**src/rtl/pc_target_unit.sv**
```systemverilog
// Fetch-stage branch-target table plus PC register with IDLE/RUN/HALTED run control.
// Optional taken-branch counter enabled by defining PC_TARGET_BRANCH_COUNT_EN.
module pc_target_unit #(
    parameter int          D        = 12,
    parameter int          N        = 8,
    parameter int unsigned RESET_PC = 0,
    localparam int         IW       = $clog2(N)
) (
    input  logic          Clk,
    input  logic          Reset_n,
    input  logic          start,
    input  logic          halt,
    input  logic          advance,
    input  logic          branch_en,
    input  logic [IW-1:0] how_high,
    input  logic          cfg_we,
    input  logic [IW-1:0] cfg_idx,
    input  logic [D-1:0]  cfg_data,
    input  logic          cfg_abs,
    output logic [D-1:0]  pc_out,
    output logic          running,
    output logic          done,
    output logic          bad_idx,
    output logic [15:0]   taken_cnt
);

    typedef enum logic [1:0] {S_IDLE, S_RUN, S_HALTED} state_t;

    // Table is sized to the full index space; entries at or above N are never written or read.
    localparam int             TBL    = 1 << IW;
    localparam logic [IW:0]    N_LIM  = (IW + 1)'(N);
    localparam logic [D-1:0]   PC_RST = D'(RESET_PC);

    function automatic logic [D-1:0] init_tgt(input int i);
        case (i)
            0:       return D'(2);
            1:       return D'(4);
            2:       return D'(22);
            3:       return D'(-26);
            4:       return D'(130);
            5:       return D'(-132);
            6:       return D'(162);
            7:       return D'(-168);
            default: return '0;
        endcase
    endfunction

    state_t       state_q, state_d;
    logic [D-1:0] pc_q, pc_d;
    logic         bad_q, bad_d;
    logic [D-1:0] tgt_q [TBL];
    logic [D-1:0] tgt_d [TBL];
    logic         abs_q [TBL];
    logic         abs_d [TBL];
    logic         br_idx_ok;
    logic         cfg_idx_ok;
    logic         restart;
    logic         step_en;

    assign br_idx_ok  = {1'b0, how_high} < N_LIM;
    assign cfg_idx_ok = {1'b0, cfg_idx} < N_LIM;
    assign restart    = start && (state_q != S_RUN);
    assign step_en    = (state_q == S_RUN) && !halt && advance;

    always_ff @(posedge Clk or negedge Reset_n) begin
        if (!Reset_n) begin
            state_q <= S_IDLE;
        end else begin
            state_q <= state_d;
        end
    end

    always_comb begin
        state_d = state_q;
        case (state_q)
            S_IDLE:   if (start) state_d = S_RUN;
            S_RUN:    if (halt)  state_d = S_HALTED;
            S_HALTED: if (start) state_d = S_RUN;
            default:  state_d = S_IDLE;
        endcase
    end

    always_comb begin
        running = (state_q == S_RUN);
        done    = (state_q == S_HALTED);
    end

    // Branch resolution reads the registered table, so a same-cycle write is seen only next cycle.
    always_comb begin
        pc_d  = pc_q;
        bad_d = bad_q;
        if (restart) begin
            pc_d  = PC_RST;
            bad_d = 1'b0;
        end else if (step_en) begin
            if (!branch_en) begin
                pc_d = pc_q + D'(1);
            end else if (br_idx_ok) begin
                pc_d = abs_q[how_high] ? tgt_q[how_high] : pc_q + tgt_q[how_high];
            end else begin
                bad_d = 1'b1;
            end
        end
    end

    always_ff @(posedge Clk or negedge Reset_n) begin
        if (!Reset_n) begin
            pc_q  <= PC_RST;
            bad_q <= 1'b0;
        end else begin
            pc_q  <= pc_d;
            bad_q <= bad_d;
        end
    end

    always_comb begin
        tgt_d = tgt_q;
        abs_d = abs_q;
        if (cfg_we && cfg_idx_ok) begin
            tgt_d[cfg_idx] = cfg_data;
            abs_d[cfg_idx] = cfg_abs;
        end
    end

    always_ff @(posedge Clk or negedge Reset_n) begin
        if (!Reset_n) begin
            for (int i = 0; i < TBL; i++) begin
                tgt_q[i] <= (i < N) ? init_tgt(i) : '0;
                abs_q[i] <= 1'b0;
            end
        end else begin
            tgt_q <= tgt_d;
            abs_q <= abs_d;
        end
    end

    assign pc_out  = pc_q;
    assign bad_idx = bad_q;

`ifdef PC_TARGET_BRANCH_COUNT_EN
    logic [15:0] cnt_q, cnt_d;

    always_comb begin
        cnt_d = cnt_q;
        if (restart) begin
            cnt_d = '0;
        end else if (step_en && branch_en && br_idx_ok && (cnt_q != 16'hFFFF)) begin
            cnt_d = cnt_q + 16'd1;
        end
    end

    always_ff @(posedge Clk or negedge Reset_n) begin
        if (!Reset_n) begin
            cnt_q <= '0;
        end else begin
            cnt_q <= cnt_d;
        end
    end

    assign taken_cnt = cnt_q;
`else
    assign taken_cnt = '0;
`endif

endmodule

```
**config.mk**
```make
export PLATFORM = sky130hd
export DESIGN_NAME = pc_target_unit
export DESIGN_NICKNAME = d
export VERILOG_FILES = /design/src/rtl/pc_target_unit.sv
export SDC_FILE = /design/constraint.sdc
export NUM_CORES = 1
export LEC_CHECK = 0
export BUFFER_PORTS_ARGS = -buffer_cell sky130_fd_sc_hd__buf_2
export CAP_MARGIN = 20
export CORE_ASPECT_RATIO = 1.25
export CORE_MARGIN = 2
export CORE_UTILIZATION = 30
export CTS_BUF_LIST = sky130_fd_sc_hd__clkbuf_16
export CTS_CLUSTER_SIZE = 14
export DETAILED_ROUTE_END_ITERATION = 10
export PLACE_DENSITY_LB_ADDON = 0.3
export RECOVER_POWER = 50
export SETUP_SLACK_MARGIN = 0.02
export SYNTH_ARGS = -nofsm -noshare
export SYNTH_HDL_FRONTEND = slang
export SYNTH_SLANG_ARGS = --single-unit
export TNS_END_PERCENT = 100
```
**constraint.sdc**
```tcl
create_clock -name Clk -period 4.5 [get_ports Clk]
set_input_delay 0.45 -clock Clk [delete_from_list [all_inputs] [get_ports Clk]]
set_output_delay 0.45 -clock Clk [all_outputs]
set_load 0.01 [all_outputs]
```
==> results by group, run 1 <==
Timing
  – Unrepaired setup endpoints after global routing: no
  – Pins Over Slew Limit: 61
  – Least-Margin Pin Slew: 2.58 ns
  – Final hold viol count: 0
  – Clock Skews: 0.00733 ns
  – Period utilization: 75.7%
  – Worst setup margin: 1.09 ns
  – Final setup vio count: 0
  – Final setup TNS: 0 ns
  – Fin crit period: 3.41 ns
  – Slew headroom: -73.0%
  – FMAX: 0.293 GHz

Layout
  – Fraction of layout cells with a size suffix above 1: 43.8%
  – Synth-to-Final Area Change: 16.5%
  – Reg area: 3000 um^2
  – Final std cells w/o fill: 818
  – Fill count: 2,005
  – Nets: 570
  – N_diodes: 0
  – Area of the multi-input gates: 3150 um^2

Global routing
  – Tot GR Track Use: 14.3%
  – First-pass GRT wire length: 24,200 um
  – Antenna violations before repair: 0
  – Vias in the first global route: 4,457
  – Grt total ovfl: 0
  – Largest net degree at the start of global routing: 53

Job
  – Max cap viols: 3

Synthesis
  – Yosys top cell by area: dfrtp_1
  – FF+latch count, synth: 118
  – Register area share after synthesis: 47.3%
  – Yosys cell types: 64
  – Synth warn: 0
  – Post-Synth Simple-Gate Area: 7.69%
  – Synth Area in Adders: 2.69%
  – Cell area after synthesis: 6330 um^2
  – Top post-synthesis cells by count: mux2_2 (114), dfrtp_1 (83), dfstp_2 (35)
  – Post-synth EDFFs: 0
  – Syn Area/Cell: 13.0 um^2
  – Main combinational cell family by area after synthesis: multiplexers
  – Most frequent cell after synthesis: mux2_2
  – Synth top area cells: dfrtp_1 (33%), mux2_2 (20%), dfstp_2 (15%)
  – Post-synth ARST share: 100%
  – Compound-Gate Fraction of Synth Area: 6.94%
  – Ys flop type: dfrtp_1
  – Cells after Synth: 488
  – Mux share of post-synthesis cell area: 30.3%
  – Share of the synthesized area in the top cell type: 32.8%
  – Post-Synth XOR/XNOR Area: 0.830%

Worst setup path
  – Critical path peak fanout: 14
  – WS Path Type: in2reg
  – CP Data Required Time: 4.76 ns
  – CP Capture Type: register
  – Critical path arrival: 3.66 ns
  – Kind of start point of the critical path: input pin

CTS
  – Clk Tree Root Cell: clkbuf_16
  – Depth of the CTS H-tree: 4
  – # clock sinks: 118
  – CTS resizes: 0
  – Setup Fix Bufs, Post-CTS: 0
  – Clock transition at path regs: 0.06 ns
  – Clock Path Buffers: 2
  – CTS tree: yes
  – Clock buffer count from CTS: 17
  – Clk Latency, worst-skew pair: 0.41 ns

Power and ir drop
  – Int Pwr: 2.68 mW
  – Total power draw: 3.69 mW
  – Leakage: 3.09 nW
  – PD cells: 500 nW/um^2
  – Clk network pwr share: 37.9%
  – Share of power burned in registers: 39.9%
  – Sw power: 1.00 mW
  – Gate power share: 22.2%
  – Maximum VDD drop: 0.271 mV
  – Sw frac: 27.2%

Floorplan
  – Core box area: 20,700 um^2
  – Die height: 166 um
  – Initial Util: 30.5%
  – Row cnt: 59
  – DIE AREA: 22,300 um^2
  – Ports: 57
  – Die Width: 134 um

Placed design
  – Dpl cells: 785
  – Pre-CTS WS: 0.697 ns
  – Hpwl dp: 10,500 um
  – Final GP Congestion: 0.805
  – Port bufs: 39

Routing
  – DRT antenna net count: 0
  – Post-Route WL: 15,200 um
  – Routed via count: 4,144
  – DR vias/cell: 5.07
  – Routed len/inst: 18.6 um
  – DRC: 0
  – First DRT Iteration DRCs: 180
  – First-pass detailed-route iteration total: 5

Worst hold path
  – Worst Hold Class: in2reg

Run status
  – Failing checks: capacitance limit, slew limit
  – Status: finished, violations left
-- metal layers --
metal | track usage [%] | vias up | part of all wire, %
li1 | - | 1883 | -
met1 | 16.7 | 2153 | 43
met2 | 25.2 | 89 | 52
met3 | 3.21 | 19 | 3.6
met4 | 5.78 | 0 | 1.8
met5 | 0 | - | 0
-- power groups by stage --
stage	combinational, mW	clock (mW)	sequential [mW]
after floorplan	0.631	0	1.44
after global placement	0.801	0	1.47
after detailed placement	0.827	0	1.49
after CTS	0.832	1.43	1.47
after global routing	0.899	1.48	1.50
final	0.818	1.40	1.47
-- what timing repair did --
item	4_1_cts	5_1_grt
endpoints found under the hold margin	5	0
setup endpoints to repair	0	0
hold buffers	1	0
-- area by class of cell --
type	instances	area share, %
timing repair buffer	47	3.29
tap	274	4.65
inverter	7	0.356
clock buffer	17	5.77
sequential	118	40.6
clock inverter	15	2.53
multi-input combinational	340	42.8
-- flip-flops by register name (all words and copies together), names as in the netlist --
signal,cells
pc_out,12
state_q,2
tgt_q,96
abs_q,8
-- critical path: stages --
cell	delay, ns
buf_2	0.38
mux4_2	0.56
mux2_2	0.29
ha_1	0.21
fa_1	0.40
a21o_1	0.17
a21oi_1	0.27
o21ai_0	0.22
a311oi_1	0.39
xor2_1	0.19
a41oi_1	0.13
-- per-stage QoR --
step	area, um^2	hold WS, ns	util [%]
floorplan	6390	0.154	-
global placement	6800	0.421	32.8
detailed placement	6810	0.434	32.8
CTS	7430	0.259	35.8
global route	7370	0.274	35.5
finish	7370	0.281	35.5
-- layout by cell type, fill, tap and decap left out, types with 3 or more instances in the layout --
cell type and n:
a21o_1 8, a21oi_1 10, a31oi_1 4, and3_1 3, buf_2 24, buf_4 3, bufinv_16 4, clkbuf_1 16
clkbuf_16 17, clkinv_2 3, clkinvlp_4 3, conb_1 17, dfrtp_1 83, dfstp_2 35, ha_1 12, inv_1 8
mux2_2 114, mux2i_1 3, mux4_2 25, nand2_1 25, nand2b_1 3, nand3_1 8, nand4_1 5, nand4b_1 3
nor2_1 25, nor3_1 8, nor4_1 3, o21ai_0 12, xnor2_1 3, xor2_1 3
-- logic make-up after synthesis --
logic type / Yosys count
flops: 118
buf+inv: 46
fa+ha+maj: 13
other cells: 1
compound gates: 63
mux: 144
simple gates: 97
xor+xnor: 6
-- worst paths after layout --
| check | cells after the start | slack (ns) | startpoint | to |
|---|---|---|---|---|
| hold reg to reg | 1 | 0.50 | abs_q[2] | abs_q[2] |
| setup reg to reg | 10 | 1.24 | tgt_q[0] | pc_out[10] |
| min in group asynchronous | 2 | 1.09 | Reset_n | pc_out[3] |
| max in group asynchronous | 3 | 1.31 | Reset_n | tgt_q[88] |
| setup / recovery | 11 | 1.09 | how_high[0] | pc_out[10] |
| hold / removal | 2 | 0.28 | halt | state_q[0] |
Note: power is estimated with default switching activity, not from simulation.
==> inputs of run 2 (changes only) <==
Settings changed: ABC_AREA set to 1.
Clock period 4.5 ns to 3.14 ns, I/O delays scaled along.
==> run 2 against run 1 <==
The flow now finishes without violations; clock power increased by 30%; via count increased by 31%; flip-flop and latch count unchanged; register-to-register slack worse by 0.50 ns; core utilization decreased by 0.38 points; clock skew grew 0.0036 ns; routed wire length up 7.3%; synthesized area is 1.2% higher.
==> results by group, run 2 <==
Run status
  – Status: completed (was finished, violations left)

Timing
  – Period utilization: 80.2%
  – FMAX: 0.397 GHz
  – Worst setup margin: 0.622 ns (was 1.09 ns)
  – Pins Over Slew Limit: 0 (was 61)
  – Final hold viol count: 0 (unchanged)
  – Slew headroom: 5.08% (was -73.0%)
  – Clock Skews: 0.0110 ns (was 0.00733 ns)
  – Least-Margin Pin Slew: 1.42 ns (was 2.58 ns)
  – Unrepaired setup endpoints after global routing: no (unchanged)
  – Fin crit period: 2.52 ns
  – Final setup TNS: 0 ns (unchanged)
  – Final setup vio count: 0 (unchanged)

Routing
  – DRC: 0 (unchanged)
  – Routed via count: 5,437 (was 4,144)
  – DR vias/cell: 4.71 (was 5.07)
  – Routed len/inst: 14.1 um (was 18.6 um)
  – First DRT Iteration DRCs: 297 (was 180)
  – First-pass detailed-route iteration total: 5 (unchanged)
  – DRT antenna net count: 0 (unchanged)
  – Post-Route WL: 16,300 um (was 15,200 um)

Placed design
  – Pre-CTS WS: 0.206 ns (was 0.697 ns)
  – Hpwl dp: 10,700 um (was 10,500 um)
  – Final GP Congestion: 0.810 (was 0.805)
  – Port bufs: 39 (unchanged)

Layout
  – Nets: 907 (was 570)
  – Biggest register: tgt_q (unchanged)
  – Final core occ: 35.2% (was 35.5%)
  – Max FFs per register: 96 (unchanged)
  – Most common cell after layout, fill and taps aside: nand2_1 (was mux2_2)
  – Commonest cells after routing, fill and taps aside: nand2_1 (210), o21ai_0 (124), nor2_1 (100) (was mux2_2 (114), dfrtp_1 (83), dfstp_2 (35))
  – Fraction of layout cells with a size suffix above 1: 13.1% (was 43.8%)
  – Reg area: 3000 um^2 (unchanged)
  – Fill count: 2,191 (was 2,005)
  – Area of the multi-input gates: 2920 um^2 (was 3150 um^2)
  – Synth-to-Final Area Change: 14.6% (was 16.5%)
  – N_diodes: 0 (unchanged)

Global routing
  – M3 GR Usage: 3.63% (was 3.21%)
  – Met1 Track Usage GR: 20.0% (was 16.7%)
  – Largest net degree at the start of global routing: 67 (was 53)
  – Grt total ovfl: 0 (unchanged)
  – First-pass GRT wire length: 27,600 um (was 24,200 um)
  – Antenna violations before repair: 0 (unchanged)
  – Met2 Use GR: 25.5% (was 25.2%)
  – GRT Max-Usage Layer: met2 (unchanged)
  – Tot GR Track Use: 15.6% (was 14.3%)
  – Vias in the first global route: 5,400 (was 4,457)

Worst setup path
  – Register-to-Register Path Depth: 17 (was 10)
  – Critical path arrival: 2.82 ns (was 3.66 ns)
  – R2R setup slack: 0.74 ns (was 1.24 ns)
  – Reg2reg start: tgt_q[36] (was tgt_q[0])
  – Reg-to-Reg End: pc_out[8] (was pc_out[10])
  – WS Path Type: in2reg (unchanged)
  – CP Capture Type: register (unchanged)
  – Critical path peak fanout: 47 (was 14)
  – Kind of start point of the critical path: input pin (unchanged)
  – CP Data Required Time: 3.44 ns (was 4.76 ns)

Synthesis
  – Most frequent cell after synthesis: nand2_1 (was mux2_2)
  – Register area share after synthesis: 46.8% (was 47.3%)
  – FF+latch count, synth: 118 (unchanged)
  – Top post-synthesis cells by count: nand2_1 (210), o21ai_0 (124), nor2_1 (100) (was mux2_2 (114), dfrtp_1 (83), dfstp_2 (35))
  – Share of the synthesized area in the top cell type: 32.4% (was 32.8%)
  – Post-synth ARST share: 100% (unchanged)
  – Synth warn: 0 (unchanged)
  – Cells after Synth: 837 (was 488)
  – Post-synth EDFFs: 0 (unchanged)
  – Cell area after synthesis: 6410 um^2 (was 6330 um^2)
  – Ys flop type: dfrtp_1 (unchanged)
  – Yosys cell types: 37 (was 64)
  – Synth top area cells: dfrtp_1 (32%), dfstp_2 (14%), nand2_1 (12%) (was dfrtp_1 (33%), mux2_2 (20%), dfstp_2 (15%))
  – Yosys top cell by area: dfrtp_1 (unchanged)
  – Syn Area/Cell: 7.66 um^2 (was 13.0 um^2)

CTS
  – Depth of the CTS H-tree: 4 (unchanged)
  – Clock Path Buffers: 2 (unchanged)
  – CTS tree: yes (unchanged)
  – Clk Latency, worst-skew pair: 0.42 ns (was 0.41 ns)
  – Clock transition at path regs: 0.06 ns (about the same)
  – Clk Tree Root Cell: clkbuf_16 (unchanged)
  – Clock buffer count from CTS: 17 (unchanged)
  – # clock sinks: 118 (unchanged)

Worst hold path
  – Cell count of the worst hold path: 3 (was 2)
  – HP Start: cfg_data[10] (was halt)
  – Hold endpoint: tgt_q[10] (was state_q[0])
  – Worst Hold Class: in2reg (unchanged)

Floorplan
  – Row cnt: 59 (unchanged)
  – Core box area: 20,900 um^2 (was 20,700 um^2)
  – Die height: 167 um (was 166 um)
  – Ports: 57 (unchanged)
  – Initial Util: 30.7% (was 30.5%)
  – Die Width: 135 um (was 134 um)
  – DIE AREA: 22,600 um^2 (was 22,300 um^2)

Power and ir drop
  – PD cells: 647 nW/um^2 (was 500 nW/um^2)
  – Share of power burned in registers: 42.8% (was 39.9%)
  – Maximum VDD drop: 0.393 mV (was 0.271 mV)
  – Clk network pwr share: 38.2% (was 37.9%)
  – Gate power share: 19.0% (was 22.2%)
  – Leakage: 3.45 nW (was 3.09 nW)
  – Sw frac: 29.6% (was 27.2%)
  – Int Pwr: 3.34 mW (was 2.68 mW)
  – Sw power: 1.41 mW (was 1.00 mW)

Job
  – Max cap viols: 0 (was 3)
[run 2: cell count changes in the layout (fill, tap and decap cells not counted), moves of 6 or more]
cell     delta
nand2_1   +185
mux2_2    -114
o21ai_0   +112
nor2_1     +75
o21ai_1    +54
inv_1      +52
mux4_2     -25
a21oi_1    +22
nand3_1    +16
a21o_1      -7
nor3_1      -6
[run 2: power groups by stage]
stage               Clock (mW)  Sequential [mW]  Combinational, mW
finish                    1.82             2.04              0.901
global placement             0             2.05              0.900
floorplan                    0             2.02              0.685
global route              1.93             2.08               1.06
CTS                       1.87             2.04              0.918
detailed placement           0             2.06              0.913
[run 2: worst max path at each step]
stage          cells past startpoint  slack (ns)        start        end
3_5_place_dp                      18        0.21  how_high[0]  pc_out[8]
3_3_place_gp                      18        0.26  how_high[0]  pc_out[8]
4_1_cts                           18        0.65  how_high[0]  pc_out[8]
2_1_floorplan                     18        0.63  how_high[1]  pc_out[8]
5_1_grt                           18        0.38  how_high[0]  pc_out[8]
6_report                          18        0.62  how_high[0]  pc_out[8]
[run 2: layout make-up]
type,count,area share [%]
Tap cell,274,4.67
Timing Repair Buffer,52,4.22
Clock inverter,14,1.69
Sequential cell,118,40.8
Clock buffer,17,5.79
Multi-Input combinational cell,619,39.8
Inverter,60,3.07
[run 2: stage by stage]
step                      std cells  power (mW)  hold slack (ns)  instance area (um^2)
after floorplan                 853        2.71           0.0184                  6470
after global placement         1122        2.95            0.419                  6820
final                          1154        4.75            0.123                  7350
after detailed placement       1122        2.97            0.427                  6820
after global routing           1154        5.07            0.132                  7350
after CTS                      1154        4.82            0.109                  7380
[run 2: per-layer routing]
metal | routed length (um) | up-vias | share of wire (%)
met2 | 7560 | 142 | 46
met3 | 784 | 22 | 4.8
met4 | 322 | 0 | 2.0
li1 | - | 2759 | -
met1 | 7630 | 2514 | 47
met5 | 0 | - | 0
[run 2: kinds of logic after synthesis]
| group | Yosys count | share of synthesized area [%] |
|---|---|---|
| and+or+nand+nor | 350 | 21.8 |
| AOI/OAI and AO/OA | 229 | 18.9 |
| DFF | 118 | 46.8 |
| buffers and inverters | 116 | 8.51 |
| adders and majority gates | 13 | 2.66 |
| xor gates and xnor gates | 10 | 1.37 |
| other | 1 | 0.0585 |
[run 2: worst max-delay path, cell delays in order]
cell and delay (ns):
buf_2 0.30, inv_1 0.13, buf_12 0.21, o21ai_1 0.15
o21ai_1 0.07, nand2_1 0.06, nand2_1 0.07, ha_1 0.21
fa_1 0.43, nand3_1 0.09, nand2_1 0.11, nand3_1 0.10
nand2_1 0.07, or2_2 0.27, nand3_1 0.07, nand2_1 0.06
nand2_1 0.05, o21ai_1 0.06
[run 2: what timing repair did]
| action | 4_1_cts | 5_1_grt |
|---|---|---|
| hold buffers | 1 | 0 |
| hold endpoints to repair | 38 | 0 |
| buffers inserted | 0 | 0 |
| resized for setup | 0 | 0 |
